`src/rtl/rv32_alu_arbiter.sv`:
```
// Two-requester front end for one shared RV32 ALU: IDLE -> EXEC -> HOLD, one op in flight.
// Define RV32_ALU_ARB_RR_EN for round-robin arbitration; otherwise req0 has fixed priority.
module rv32_alu_arbiter (
    input  logic        clk,
    input  logic        rst_n,
    input  logic        req0_valid,
    output logic        req0_ready,
    input  logic [3:0]  req0_opsel,
    input  logic [31:0] req0_s1,
    input  logic [31:0] req0_s2,
    input  logic [31:0] req0_pc,
    input  logic [31:0] req0_code,
    input  logic        req1_valid,
    output logic        req1_ready,
    input  logic [3:0]  req1_opsel,
    input  logic [31:0] req1_s1,
    input  logic [31:0] req1_s2,
    input  logic [31:0] req1_pc,
    input  logic [31:0] req1_code,
    output logic [31:0] alu_s1,
    output logic [31:0] alu_s2,
    output logic [31:0] alu_pc,
    output logic [31:0] alu_code,
    output logic [3:0]  alu_opsel,
    output logic        alu_enable,
    input  logic [31:0] alu_result,
    output logic        rsp_valid,
    input  logic        rsp_ready,
    output logic        rsp_id,
    output logic [31:0] rsp_data,
    output logic [1:0]  state,
    output logic        last_grant
);

    // Handshake: an op transfers in a cycle where reqN_valid && reqN_ready (ready may depend
    // on valid); a response transfers where rsp_valid && rsp_ready. Debug state: 0 IDLE, 1 EXEC, 2 HOLD.
    typedef enum logic [1:0] {
        IDLE = 2'd0,
        EXEC = 2'd1,
        HOLD = 2'd2
    } state_t;

    state_t      cur_state;
    state_t      nxt_state;
    logic        can_accept;
    logic        grant;
    logic        accept;
    logic [3:0]  op_opsel;
    logic [31:0] op_s1;
    logic [31:0] op_s2;
    logic [31:0] op_pc;
    logic [31:0] op_code;
    logic        op_id;

    assign state      = cur_state;
    assign can_accept = rst_n && ((cur_state == IDLE) || ((cur_state == HOLD) && rsp_ready));
    assign accept     = can_accept && (req0_valid || req1_valid);
    assign req0_ready = can_accept && req0_valid && !grant;
    assign req1_ready = can_accept && req1_valid && grant;

    always_comb begin
        grant = 1'b0;
        if (req0_valid && req1_valid) begin
`ifdef RV32_ALU_ARB_RR_EN
            grant = ~last_grant;
`else
            grant = 1'b0;
`endif
        end else if (req1_valid) begin
            grant = 1'b1;
        end
    end

    always_ff @(posedge clk) begin
        if (!rst_n) begin
            cur_state <= IDLE;
        end else begin
            cur_state <= nxt_state;
        end
    end

    always_comb begin
        nxt_state = cur_state;
        case (cur_state)
            IDLE:    if (accept) nxt_state = EXEC;
            EXEC:    nxt_state = HOLD;
            HOLD:    if (rsp_ready) nxt_state = accept ? EXEC : IDLE;
            default: nxt_state = IDLE;
        endcase
    end

    // Operands reach the ALU only while executing so it sees no toggling otherwise.
    always_comb begin
        alu_enable = 1'b0;
        alu_opsel  = 4'd0;
        alu_s1     = 32'd0;
        alu_s2     = 32'd0;
        alu_pc     = 32'd0;
        alu_code   = 32'd0;
        if (cur_state == EXEC) begin
            alu_enable = 1'b1;
            alu_opsel  = op_opsel;
            alu_s1     = op_s1;
            alu_s2     = op_s2;
            alu_pc     = op_pc;
            alu_code   = op_code;
        end
    end

    always_ff @(posedge clk) begin
        if (!rst_n) begin
            op_opsel   <= 4'd0;
            op_s1      <= 32'd0;
            op_s2      <= 32'd0;
            op_pc      <= 32'd0;
            op_code    <= 32'd0;
            op_id      <= 1'b0;
            last_grant <= 1'b1;
            rsp_valid  <= 1'b0;
            rsp_data   <= 32'd0;
            rsp_id     <= 1'b0;
        end else begin
            if (accept) begin
                op_opsel   <= grant ? req1_opsel : req0_opsel;
                op_s1      <= grant ? req1_s1    : req0_s1;
                op_s2      <= grant ? req1_s2    : req0_s2;
                op_pc      <= grant ? req1_pc    : req0_pc;
                op_code    <= grant ? req1_code  : req0_code;
                op_id      <= grant;
                last_grant <= grant;
            end
            if (cur_state == EXEC) begin
                rsp_data <= alu_result;
                rsp_id   <= op_id;
            end
            rsp_valid <= (cur_state == EXEC) || (rsp_valid && !rsp_ready);
        end
    end

endmodule

```
`config.mk`:
```
export PLATFORM = sky130hd
export DESIGN_NAME = rv32_alu_arbiter
export DESIGN_NICKNAME = d
export VERILOG_FILES = /design/src/rtl/rv32_alu_arbiter.sv
export SDC_FILE = /design/constraint.sdc
export NUM_CORES = 1
export LEC_CHECK = 0
export ABC_AREA = 1
export CAP_MARGIN = 20
export CELL_PAD_IN_SITES_DETAIL_PLACEMENT = 1
export CELL_PAD_IN_SITES_GLOBAL_PLACEMENT = 1
export CORE_MARGIN = 2
export CORE_UTILIZATION = 23
export CTS_CLUSTER_DIAMETER = 150
export CTS_CLUSTER_SIZE = 14
export DETAILED_ROUTE_END_ITERATION = 7
export GPL_ROUTABILITY_DRIVEN = 0
export PLACE_DENSITY_LB_ADDON = 0.1
export SYNTH_ARGS = -nofsm -noshare
export SYNTH_HDL_FRONTEND = slang
export SYNTH_SLANG_ARGS = --single-unit
export TNS_END_PERCENT = 100
```
`constraint.sdc`:
```
create_clock -name clk -period 1.32 [get_ports clk]
set_input_delay 0.132 -clock clk [delete_from_list [all_inputs] [get_ports clk]]
set_output_delay 0.132 -clock clk [all_outputs]
set_load 0.05 [all_outputs]
```
==> summary.md <==
| Metric | Value |
|---|---|
| Critical R2R Launch | `state[0]` |
| Setup WS post-layout | `-521 ps` |
| Root Driver | `clkbuf_16` |
| Die Ht | `between 200 and 250 µm` |
| Post-Route WL | `about 42 mm` |
| Vias in the first global route | `around 12000` |
| Final core occ | `48.2%` |
| Core area | `between 30000 and 40000 µm²` |
| Std cell rows | `between 70 and 80` |
| Critical Path Fanout Max | `14` |
| RSZ-0062 raised after global routing | `yes` |
| Peak VDD IR | `slightly above 0.9 mV` |
| CTS tree | `yes` |
| DR DRC count | `0` |
| Crit path time final | `roughly 1800 ps` |
| CP Class | `flip-flop to output pin` |
| Post-Syn Instances | `between 1500 and 2000` |
| H-tree level count | `4` |
| Synth warn | `0` |
| # clock sinks | `170` |
| Mux cell area share after synthesis | `0%` |
| PwrDens | `roughly 940 nW/µm²` |
| Number of synthesized register bits | `170` |
| Layout cells sized above 1 | `between 20% and 30%` |
| Commonest non-fill, non-tap cells in the layout | `nand2_1 (532), nor2_1 (322), clkdlybuf4s50_1 (298)` |
| Io pins | `approximately 470` |
| Synth Area in Compound Gates | `just over 2%` |
| Simple-gate share of the synthesized area | `about half` |
| Clock buffer depth | `2` |
| Yosys top cell by area | `dfxtp_1` |
| First-pass GRT wire length | `65.1 mm` |
| Port bufs | `472` |
| Largest net degree at the start of global routing | `106` |
| Slew @ Worst Pin | `619 ps` |
| Leakage | `~8.5 nW` |
| DR vias/cell | `between 4 and 5` |
| Max Cap Viol | `0` |
| Worst-path cell chain | `inv_2, nor2_4, inv_8, buf_16, buf_4, nor2_4, buf_12` |
| Area of the mapped netlist | `9030 µm²` |
| Yosys cell types | `16` |
| Final Max Slew Viols | `0` |
| Xor/xnor share of the synthesized area | `0%` |
| Hold crit path type | `primary input to flip-flop` |
| Status | `complete, but fails checks` |
| CTS clk-pin slew, worst paths | `approximately 70 ps` |
| Starting Density | `23.3%` |
| Pre-Repair DR Iteration Count | `4` |
| Avg WL per Cell | `16.1 µm` |
| Failing checks | `setup timing` |
| Buf+Inv Stages, Crit Path | `5` |
| Ranking of synthesized cells by area | `dfxtp_1 (38%), nand2_1 (22%), nor2_1 (19%), nand3_1 (7.5%), inv_1 (5.7%)` |
| Ant. Diodes | `0` |
| # nets final | `approximately 2400` |
| Max_slew headroom | `58.8%` |
| Die width | `202 µm` |
| Final cell count without fillers | `between 2000 and 3000` |
| Final hold vios | `0` |
| GRT Total Usage | `between 20% and 30%` |
| Total grt overflow | `0` |
| Main combinational cell family by area after synthesis | `simple AND/OR/NAND/NOR gates` |
| Post-placement cell count | `~2500` |
| Peak Freq | `about 540 MHz` |
| Crit end category | `output pin` |
| Worst-Skew Late Latency | `~450 ps` |
| Total CTS buffers | `17` |
| Post-synthesis adder-cell area fraction | `0%` |
| Data required, critical path | `~1200 ps` |
| Largest stage delay on the critical path | `about 360 ps` |
| Final Setup Violations | `about 300` |
| Initial DRC Count | `a little under 400` |
| Die area | `approximately 40000 µm²` |
| Hold_sp | `rst_n` |
| Crit share post-route | `140%` |
| Setup crit start | `state[0]` |
| Syn avg cell area | `between 5 and 6 µm²` |
| Crit start category | `flip-flop` |
| Commonest non-fill, non-tap cell in the layout | `nand2_1` |
| Area Overhead vs Synth | `107%` |
| Syn Nets | `1895` |
| Antenna violations before repair | `1` |
| Most frequent CP cell | `nor2_4` |
| Post-synth top area share | `37.7%` |
| CP max stage cell | `dfxtp_4` |
| Detailed placement HPWL | `31.1 mm` |
| Delay-heaviest family, CP | `buffers and inverters` |
| Detailed-route via count | `~11000` |
| Worst path arrival time | `1710 ps` |
| Fin Clk Skew | `around 7.6 ps` |
| Seq/Total Area, Yosys | `between 30 and 40%` |
| Post-route ant nets | `0` |
[kinds of logic after synthesis]
family	after synthesis
compound gates	37
flops	170
buf+inv	253
simple gates	1134
[worst register-to-register path, cell delays in order (launching register included)]
cell     delay, ps
dfxtp_4        350
buf_4          130
buf_6          110
nor2_4         120
buf_6          120
nand4_1        120
buf_4          170
buf_4          120
buf_4          120
buf_4          110
buf_4          120
nand3_2         50
[flip-flops by register name (all words and copies together) (netlist names)]
register	flops
op_code	32
op_pc	32
op_s1	32
op_s2	32
rsp_data	32
op_opsel	4
state	2
last_grant	1
op_id	1
rsp_id	1
rsp_valid	1
[worst paths after layout]
| path | end | slack (ps) | depth (start not counted) |
|---|---|---|---|
| max | alu_code[14] | -520 | 7 |
| max reg2reg | last_grant | -390 | 11 |
| min | last_grant | 120 | 3 |
| min reg2reg | op_id | 460 | 2 |
[through the flow]
step / setup slack [ps] / setup TNS (ps) / power (mW) / instance area [µm²] / hold WS (ps)
finish: -521 / -97360 / 17.6 / 18700 / 116
CTS: -552 / -85550 / 17.8 / 18500 / 5.25
detailed placement: -297 / -34860 / 11.9 / 17100 / 435
global placement: -263 / -29430 / 11.8 / 17100 / 432
global route: -598 / -123880 / 18.6 / 18700 / 115
floorplan: -522 / -44650 / 8.89 / 9700 / 267
[cell type report]
class	instances	area, µm²
Fill cell	4683	20000
Timing Repair Buffer	575	7820
Multi-Input combinational cell	1171	5670
Sequential cell	170	3410
Tap cell	518	648
Inverter	142	543
Clock buffer	19	464
Clock inverter	13	139
[synthesized netlist by cell type, drive strengths merged]
cell type	number
dfxtp	170
nand4	1
a21oi	3
inv	142
nand3	137
clkbuf	69
buf	42
o21ai	34
nand2	534
nor2	462
[per-layer routing]
metal  track usage (%)  routed length, µm  up-vias
met5                 0                  0        -
met4              5.89                833        0
met3              5.76               2630       38
met2              36.8              21300      259
met1              23.4              17100     5230
li1                  -                  -     5706
[report_power, final]
group / total, mW / switching (mW) / internal, mW
combinational: 6.51 / 3.49 / 3.03
clock: 5.29 / 2.33 / 2.97
sequential: 5.81 / 0.199 / 5.61
total: 17.6 / 6.01 / 11.6
[what timing repair did]
item                       in CTS  in global routing
pin swaps                       3                  2
setup buffers                  16                  6
setup endpoints to repair     270                303
gates resized for setup       124                 23
hold buffers                    1                  1
gates cloned                    8                  1
hold endpoints to repair        1                  1
(Power assumes the default switching activity.)
